==> config.mk <==
export PLATFORM = sky130hd
export DESIGN_NAME = seq_mult_ctrl_flat
export DESIGN_NICKNAME = d
export VERILOG_FILES = /design/src/rtl/mult_pkg.sv /design/src/rtl/seq_mult_ctrl_if.sv /design/src/rtl/seq_mult_ctrl_adder.sv /design/src/rtl/seq_mult_ctrl.sv /design/src/flat_wrapper.sv
export SDC_FILE = /design/constraint.sdc
export NUM_CORES = 1
export LEC_CHECK = 0
export ABC_AREA = 0
export CORE_MARGIN = 2
export CORE_UTILIZATION = 50
export CTS_BUF_LIST = sky130_fd_sc_hd__clkbuf_16
export DETAILED_ROUTE_END_ITERATION = 12
export GPL_TIMING_DRIVEN = 0
export PLACE_DENSITY = 0.77
export SYNTH_ARGS = -nofsm -noshare
export SYNTH_HDL_FRONTEND = slang
export SYNTH_SLANG_ARGS = --single-unit
==> constraint.sdc <==
create_clock -name clk -period 8.9 [get_ports clk]
set_clock_uncertainty 0.1 [all_clocks]
set_input_delay 0.89 -clock clk [delete_from_list [all_inputs] [get_ports clk]]
set_output_delay 0.89 -clock clk [all_outputs]
set_load 0.1 [all_outputs]
==> src/rtl/mult_pkg.sv <==
// Shared types and sizing for the sequential 4x4 multiplier.
// State encoding and operand/product widths live here.
package mult_pkg;

  localparam int ITER   = 4;
  localparam int OP_W   = 4;
  localparam int PROD_W = 8;
  localparam int CNT_W  = 2;

  typedef enum logic [1:0] {
    IDLE,
    CALC,
    ROUND,
    DONE
  } state_t;

endpackage

==> src/rtl/seq_mult_ctrl_if.sv <==
// Operand/result handshake bundle for seq_mult_ctrl.
// master drives operands and consumes results; slave is the multiplier.
interface seq_mult_ctrl_if;
  import mult_pkg::*;

  logic              in_valid;
  logic              in_ready;
  logic [OP_W-1:0]   mcand;
  logic [OP_W-1:0]   mplier;
  logic              out_valid;
  logic              out_ready;
  logic [PROD_W-1:0] product;
  logic [OP_W-1:0]   product_rnd;
  logic              busy;

  modport master (
    output in_valid, mcand, mplier, out_ready,
    input  in_ready, out_valid, product, product_rnd, busy
  );

  modport slave (
    input  in_valid, mcand, mplier, out_ready,
    output in_ready, out_valid, product, product_rnd, busy
  );

endinterface

==> src/rtl/seq_mult_ctrl_adder.sv <==
// 4-bit ripple-carry adder with 5-bit operand ports.
// Bit 4 is summed with the final carry; callers use cout for the carry.
module adder (
  input  logic [4:0] a,
  input  logic [4:0] b,
  input  logic       cin,
  output logic [4:0] s,
  output logic       cout
);

  logic carry;

  // ripple the carry through the low four bits
  always_comb begin
    carry = cin;
    s     = '0;
    for (int i = 0; i < 4; i++) begin
      s[i]  = a[i] ^ b[i] ^ carry;
      carry = (a[i] & b[i]) | (carry & (a[i] ^ b[i]));
    end
    s[4] = a[4] ^ b[4] ^ carry;
    cout = carry;
  end

endmodule

==> src/rtl/seq_mult_ctrl.sv <==
// Shift-add 4x4 unsigned multiplier with optional rounding cycle.
// One shared adder does the partial sums and the final round-half-up.
module seq_mult_ctrl
  import mult_pkg::*;
#(
  parameter bit ROUND_EN = 1'b1
) (
  input  logic          clk,
  input  logic          rst_n,
  seq_mult_ctrl_if.slave bus
);

  state_t state, state_nxt;

  logic [OP_W-1:0]   m_q;
  logic [OP_W-1:0]   q_q;
  logic [OP_W-1:0]   a_q;
  logic [OP_W-1:0]   r_q;
  logic [CNT_W-1:0]  cnt;
  logic [PROD_W-1:0] prod_q;
  logic [OP_W-1:0]   rnd_q;

  logic [4:0] add_a;
  logic [4:0] add_b;
  logic       add_cin;
  logic [4:0] add_s;
  logic       add_cout;
  logic       unused_s4;

  logic last_iter;

  adder u_adder (
    .a    (add_a),
    .b    (add_b),
    .cin  (add_cin),
    .s    (add_s),
    .cout (add_cout)
  );

  assign unused_s4 = add_s[4];
  assign last_iter = (cnt == CNT_W'(ITER - 1));

  // next state and adder operand selection
  always_comb begin
    state_nxt = state;
    add_a     = {1'b0, a_q};
    add_b     = '0;
    add_cin   = 1'b0;
    unique case (state)
      IDLE: begin
        if (bus.in_valid) state_nxt = CALC;
      end
      CALC: begin
        add_b = q_q[0] ? {1'b0, m_q} : '0;
        if (last_iter) state_nxt = ROUND_EN ? ROUND : DONE;
      end
      ROUND: begin
        add_cin   = q_q[3];
        state_nxt = DONE;
      end
      DONE: begin
        if (bus.out_ready) state_nxt = IDLE;
      end
      default: state_nxt = IDLE;
    endcase
  end

  // state, datapath and held-result registers
  always_ff @(posedge clk) begin
    if (!rst_n) begin
      state  <= IDLE;
      m_q    <= '0;
      q_q    <= '0;
      a_q    <= '0;
      r_q    <= '0;
      cnt    <= '0;
      prod_q <= '0;
      rnd_q  <= '0;
    end else begin
      state <= state_nxt;
      unique case (state)
        IDLE: begin
          if (bus.in_valid) begin
            m_q <= bus.mcand;
            q_q <= bus.mplier;
            a_q <= '0;
            cnt <= '0;
          end
        end
        CALC: begin
          a_q <= {add_cout, add_s[3:1]};
          q_q <= {add_s[0], q_q[3:1]};
          cnt <= cnt + CNT_W'(1);
          if (last_iter && !ROUND_EN) begin
            prod_q <= {add_cout, add_s[3:0], q_q[3:1]};
            rnd_q  <= '0;
          end
        end
        ROUND: begin
          r_q    <= add_s[3:0];
          prod_q <= {a_q, q_q};
          rnd_q  <= add_s[3:0];
        end
        default: ;
      endcase
    end
  end

  // handshake flags decode from state alone
  always_comb begin
    bus.in_ready  = 1'b0;
    bus.busy      = 1'b0;
    bus.out_valid = 1'b0;
    unique case (1'b1)
      state == IDLE:  bus.in_ready  = 1'b1;
      state == CALC:  bus.busy      = 1'b1;
      state == ROUND: bus.busy      = 1'b1;
      state == DONE:  bus.out_valid = 1'b1;
      default: ;
    endcase
  end

  assign bus.product     = prod_q;
  assign bus.product_rnd = rnd_q;

endmodule

==> src/flat_wrapper.sv <==
// flat-port wrapper written by rule: the top's interface ports become plain ports
module seq_mult_ctrl_flat import mult_pkg::*;
#(
  parameter bit ROUND_EN = 1'b1
)
  (clk, rst_n, bus_in_valid, bus_mcand, bus_mplier, bus_out_ready, bus_in_ready, bus_out_valid, bus_product, bus_product_rnd, bus_busy);
  seq_mult_ctrl_if bus_i ();
  input  logic clk;
  input  logic rst_n;
  input wire logic [$bits(bus_i.in_valid)-1:0] bus_in_valid;
  input wire logic [$bits(bus_i.mcand)-1:0] bus_mcand;
  input wire logic [$bits(bus_i.mplier)-1:0] bus_mplier;
  input wire logic [$bits(bus_i.out_ready)-1:0] bus_out_ready;
  output wire logic [$bits(bus_i.in_ready)-1:0] bus_in_ready;
  output wire logic [$bits(bus_i.out_valid)-1:0] bus_out_valid;
  output wire logic [$bits(bus_i.product)-1:0] bus_product;
  output wire logic [$bits(bus_i.product_rnd)-1:0] bus_product_rnd;
  output wire logic [$bits(bus_i.busy)-1:0] bus_busy;
  assign bus_i.in_valid = bus_in_valid;
  assign bus_i.mcand = bus_mcand;
  assign bus_i.mplier = bus_mplier;
  assign bus_i.out_ready = bus_out_ready;
  assign bus_in_ready = bus_i.in_ready;
  assign bus_out_valid = bus_i.out_valid;
  assign bus_product = bus_i.product;
  assign bus_product_rnd = bus_i.product_rnd;
  assign bus_busy = bus_i.busy;
  seq_mult_ctrl #(.ROUND_EN(ROUND_EN)) u_core (.clk(clk), .rst_n(rst_n), .bus(bus_i));
endmodule
==> summary.txt, run 1 <==
Status
  • Status: complete, no violations

Final layout
  • Layout cells sized above 1: 0.0909
  • Diodes inserted: 0
  • Final core utilization: 0.645
  • Layout overhead on the synthesized area: 25.7%
  • Post-Layout Inst Area: 1750 um^2
  • Final net count: 188
  • Final std cells w/o fill: 196

Synth
  • Yosys Warn Count: 0
  • Top FF cell, synth: dfxtp_1
  • Synth Register Bits: 28
  • Asr flop ratio synth: 0
  • Post-Syn Area per Cell: 10.2 um^2
  • Yosys cell types: 24
  • Post-synthesis cell area: 1390 um^2
  • Synth area leader: dfxtp_1
  • Post-synth EDFFs: 0
  • Count leader, synth: dfxtp_1
  • Post-synthesis sequential area ratio: 0.403
  • Mapped Nets: 159
  • Post-Syn Instances: 137
  • Commonest cells in the netlist: dfxtp_1, mux2i_1, nand2_1, nor2b_1, inv_1
  • Synth top area share: 0.403
  • Area contributors post-synth: dfxtp_1, mux2i_1, nor2b_1, fa_1, ha_1

Power
  • VDD IR max: 0.000331 V
  • P per Cell Area: 323 nW/um^2
  • Total power: 0.566 mW
  • Lkg Pwr: 0.730 nW

Die
  • Core area: 2710 um^2
  • Initial Utilization: 0.513
  • Die height: 56.8 um
  • Die Footprint: 3220 um^2
  • Chip Width: 56.8 um
  • IO Pins: 27
  • Rows: 19

Timing
  • Slew HR: 0.348
  • Final hold slack: 0.364 ns
  • Finish-stage setup viols: 0
  • RSZ-0062 raised after global routing: no
  • Measured slew at the worst slew-check pin: 0.975 ns
  • Setup WS post-layout: 5.69 ns
  • Pins Over Slew Limit: 0
  • TNS Setup: 0 ns
  • Crit share post-route: 0.361
  • Post-route minimum period: 3.21 ns
  • Achievable Freq: 311 MHz
  • Final-report hold violation count: 0

Placement
  • IO buf count: 24
  • Placed cell count: 192
  • Final Wtd Congestion: 0.814
  • Place WS: 5.70 ns
  • Area after DPL: 1670 um^2
  • DP HPWL: 1980 um

Clock tree
  • CTS Hold Buffers Added: 0
  • Setup repair bufs after CTS: 0
  • Worst-case clock buffer depth: 2
  • Reg clk slew, reported paths: 0.07 ns
  • H-tree levels: 1
  • CTS Sinks: 28
  • Root buffer cell: clkbuf_16
  • Later-pin clock latency in the skew report: 0.26 ns
  • Post-CTS Resized: 0
  • CTS tree: built
  • Total clock buffers created by CTS: 3

Min path
  • Worst Hold Depth: 2
  • Hold endpoint: u_core.m_q[3]
  • Hold wc startpoint: u_core.m_q[3]
  • Worst hold path type: reg2reg

Setup path
  • Critical-path cell list: inv_1 > ha_1 > buf_4 > buf_2 > nand2_1 > fa_1 > inv_1 > fa_1 > inv_1 > fa_1 > inv_1 > fa_1 > a32oi_1 > nor2b_1
  • Register-to-Register Path Depth: 14
  • WS Path Type: reg2reg
  • R2r endpoint: u_core.a_q[2]
  • Req. time, crit path: 8.95 ns
  • Worst Path Buf+Inv: 6
  • Worst R2R Setup Slack: 5.69 ns
  • Crit-path max FO: 10
  • Slowest CP cell: fa_1
  • Crit path largest cell delay: 0.45 ns
  • Delay-heaviest family, CP: adder cells
  • Arrival @ worst endpoint: 3.27 ns
  • Crit path from: u_core.state[0]
  • Reg2reg start: u_core.state[0]
  • Crit end category: flip-flop
  • CP Launch Type: flip-flop

Run
  • Max_cap viols: 0

Drt
  • Wire length per cell: 14.3 um
  • Final ANT Viol Nets: 0
  • DRT Pass-1 Iters: 4
  • DRT Wirelength: 2800 um
  • Drt drc: 0
  • 1st-iter DRT viols: 28
  • Vias: 1047
  • Number of vias per cell: 5.34

GRT
  • Initial antenna violation count: 0
  • Vias in the first global route: 1071
  • First-pass GRT wire length: 4950 um
  • Total GRT Usage: 0.196
  • Total gr overflow: 0
  • Pin count of the biggest net entering global routing: 16
## power by group
part | switching, mW | internal [mW]
registers | 0.0193 | 0.149
clock network | 0.0417 | 0.0602
logic | 0.197 | 0.0984
## worst max path at each step
stage,end,cells after the start
2_1_floorplan,u_core.a_q[2],14
3_3_place_gp,u_core.a_q[2],14
3_5_place_dp,u_core.a_q[2],14
4_1_cts,u_core.a_q[2],14
5_1_grt,u_core.a_q[2],14
6_report,u_core.a_q[2],14
## routing by layer
metal  vias up  GRT usage  part of all wire
li1        518          -                 -
met1       496      0.250              0.45
met2        26      0.341              0.50
met3         7     0.0253             0.029
met4         0     0.0631             0.016
met5         -          0                 0
## kinds of logic after synthesis
family                     Yosys count  share of synthesized area
adders and majority gates           10                      0.112
muxes                               15                      0.109
DFF                                 28                      0.403
AOI/OAI and AO/OA                   18                      0.116
and+or+nand+nor                     47                      0.187
buffers and inverters               19                     0.0737
## state kept, by name (all words and copies together) (netlist names)
signal                  count
u_core.a_q                  4
u_core.q_q                  4
u_core.state                2
u_core.bus.product_rnd      4
u_core.cnt                  2
u_core.bus.product          8
u_core.m_q                  4
## worst register-to-register path: stages (launching register included)
cell     delay, ns
dfxtp_1       0.33
inv_1         0.14
ha_1          0.18
buf_4         0.18
buf_2         0.26
nand2_1       0.12
fa_1          0.37
inv_1         0.08
fa_1          0.15
inv_1         0.05
fa_1          0.35
inv_1         0.07
fa_1          0.45
a32oi_1       0.21
nor2b_1       0.07
## layout make-up
cell class	instances	area [um^2]
Clock buffer	3	75.1
Tap cell	31	38.8
Timing Repair Buffer	24	240
Fill cell	228	961
Buffer	10	68.8
Inverter	9	33.8
Multi-Input combinational cell	90	728
Sequential cell	28	561
Clock inverter	1	3.75
## placed cells by master, fill, tap and decap left out
master | netlist | routed
a211oi_2 | 1 | 1
a21boi_0 | 5 | 5
a21boi_1 | 1 | 1
a32oi_1 | 5 | 5
and3_1 | 2 | 2
and4_4 | 1 | 1
buf_2 | 4 | 4
buf_4 | 1 | 1
buf_6 | 3 | 3
clkbuf_1 | 2 | 2
clkbuf_16 | 0 | 3
clkdlybuf4s50_1 | 0 | 24
clkinv_1 | 0 | 1
dfxtp_1 | 28 | 28
fa_1 | 4 | 4
ha_1 | 6 | 6
inv_1 | 9 | 9
mux2_2 | 1 | 1
mux2i_1 | 14 | 14
nand2_1 | 14 | 14
nand2b_1 | 5 | 5
nand2b_4 | 1 | 1
nand3_1 | 8 | 8
nand3b_1 | 1 | 1
nor2_1 | 1 | 1
nor2b_1 | 14 | 14
o211a_1 | 6 | 6
Note: power is estimated with default switching activity, not from simulation.
==> run 2, diff against run 1 <==
- CORE_UTILIZATION: 50 -> 46
- PLACE_DENSITY: 0.77 -> 0.75
- clock period: 8.9 -> 2.6 ns (I/O delays scaled with it)
==> run 2 against run 1 <==
Compared with the run above:
- via count increased by 5.3%
- final area grew 8.4%
- cell count is 3.6% higher
- fmax is 25% higher
- worst setup slack worse by 5.7 ns
- clock power rose to 4.1 times the previous value
- global-route usage is 0.14 points higher
- sequential share of layout area decreased by 2.1 points
- non-clock buffer count grew 7
- clock-buffer cell count up 1
- hold slack got worse by 0.17 ns
- critical path type unchanged
==> summary.txt, run 2 (synthesized netlist as in run 1, its figures left out) <==
GRT
  • Total gr overflow: 0
  • First-pass GRT wire length: 5180 um
  • Total GRT Usage: 0.197
  • Vias in the first global route: 1206
  • Pin count of the biggest net entering global routing: 17
  • Initial antenna violation count: 0

Timing
  • Crit share post-route: 0.992
  • Post-route minimum period: 2.58 ns
  • Final hold slack: 0.197 ns
  • Finish-stage setup viols: 0
  • Achievable Freq: 388 MHz
  • Slew HR: 0.348
  • Pins Over Slew Limit: 0
  • Measured slew at the worst slew-check pin: 0.975 ns
  • Final-report hold violation count: 0
  • RSZ-0062 raised after global routing: yes

Clock tree
  • CTS Hold Buffers Added: 0
  • Worst-case clock buffer depth: 2
  • H-tree levels: 1
  • CTS Sinks: 28
  • Root buffer cell: clkbuf_16
  • CTS tree: built
  • Later-pin clock latency in the skew report: 0.26 ns
  • Reg clk slew, reported paths: 0.07 ns
  • Total clock buffers created by CTS: 3

Drt
  • Final ANT Viol Nets: 0
  • Number of vias per cell: 5.43
  • Wire length per cell: 15.1 um
  • Vias: 1102
  • DRT Wirelength: 3070 um
  • 1st-iter DRT viols: 43
  • DRT Pass-1 Iters: 4
  • Drt drc: 0

Die
  • Chip Width: 59.0 um
  • Rows: 19
  • Core area: 2810 um^2
  • Initial Utilization: 0.496
  • IO Pins: 27
  • Die height: 59.0 um
  • Die Footprint: 3480 um^2

Min path
  • Worst Hold Depth: 3
  • Hold endpoint: u_core.m_q[3]
  • Hold wc startpoint: bus_in_valid
  • Worst hold path type: in2reg

Final layout
  • Commonest non-fill, non-tap cells in the layout: dfxtp_1, clkdlybuf4s50_1, mux2i_1, nor2b_1, nand2_1
  • Diodes inserted: 0
  • Post-Layout Inst Area: 1900 um^2
  • Max reg flops: 8
  • Layout overhead on the synthesized area: 36.3%
  • Most common cell after layout, fill and taps aside: dfxtp_1
  • Layout cells sized above 1: 0.215
  • Final net count: 195
  • Final core utilization: 0.676

Setup path
  • R2r endpoint: u_core.a_q[2]
  • Crit-path max FO: 4
  • WS Path Type: reg2reg
  • Register-to-Register Path Depth: 12
  • Req. time, crit path: 2.66 ns
  • CP Launch Type: flip-flop
  • Worst R2R Setup Slack: 0.02 ns
  • Crit end category: flip-flop
  • Arrival @ worst endpoint: 2.64 ns
  • Reg2reg start: u_core.state[1]

Power
  • Lkg Pwr: 0.796 nW
  • P per Cell Area: 1150 nW/um^2
  • VDD IR max: 0.000674 V

Placement
  • DP HPWL: 2060 um
  • IO buf count: 24
  • Final Wtd Congestion: 0.740
  • Area after DPL: 1750 um^2

Status
  • Status: complete, no violations

Run
  • Max_cap viols: 0
-- run 2: cell types whose count changed in the layout (fill, tap and decap cells not counted), moves of 3 or more --
cell and change:
buf_2 -3, buf_4 +10, fa_1 -3, fa_2 +3
inv_1 -5, inv_2 +3
-- run 2: timing repair --
| item | CTS | global route |
|---|---|---|
| setup endpoints to repair | 4 | 2 |
| resized for setup | 6 | 2 |
| setup buffers | 9 | 2 |
| pin swaps | 3 | 0 |
| endpoints found under the hold margin | 0 | 0 |
-- run 2: worst max-delay path, stage by stage, from the launching register on --
cell and delay [ns]:
dfxtp_4 0.37, inv_4 0.07, ha_4 0.16, nand3_4 0.08, fa_2 0.34, inv_2 0.06
fa_2 0.18, inv_2 0.04, fa_2 0.32, inv_2 0.06, fa_1 0.44, a32oi_1 0.20
nor2b_1 0.07
-- run 2: stage by stage --
stage          setup TNS [ns]  power (mW)  setup slack [ns]  std cells
2_1_floorplan          -0.190        1.48            -0.122        137
3_3_place_gp           -0.421        1.65            -0.245        192
3_5_place_dp           -0.580        1.69            -0.290        192
4_1_cts               -0.0403        2.20           -0.0351        203
5_1_grt               -0.0582        2.29           -0.0573        203
6_report                    0        2.18            0.0208        203
-- run 2: worst max path at each step --
stage,start,endpoint,cells after the start
final,u_core.state[1],u_core.a_q[2],12
after global routing,u_core.state[1],u_core.a_q[2],12
after CTS,u_core.state[0],u_core.a_q[2],13
after detailed placement,u_core.state[1],u_core.a_q[2],14
after global placement,u_core.state[0],u_core.a_q[2],14
after floorplan,u_core.state[0],u_core.a_q[2],14
-- run 2: power breakdown --
part	internal [mW]	switching, mW	leakage (nW)
clock	0.268	0.148	0.0493
sequential	0.519	0.0867	0.229
combinational	0.426	0.727	0.518
total	1.21	0.962	0.796
-- run 2: final cells by class --
| type | count | area, um^2 |
|---|---|---|
| buffer | 6 | 46.3 |
| clock buffer | 4 | 100 |
| fill | 223 | 908 |
| inverter | 9 | 38.8 |
| multi-input combinational | 90 | 781 |
| sequential | 28 | 568 |
| tap | 31 | 38.8 |
| timing repair buffer | 35 | 324 |
-- run 2: routing by layer --
layer / track usage / vias up / share of wire
li1: - / 532 / -
met1: 0.226 / 529 / 0.42
met2: 0.352 / 31 / 0.50
met3: 0.0371 / 10 / 0.050
met4: 0.0909 / 0 / 0.026
met5: 0 / - / 0
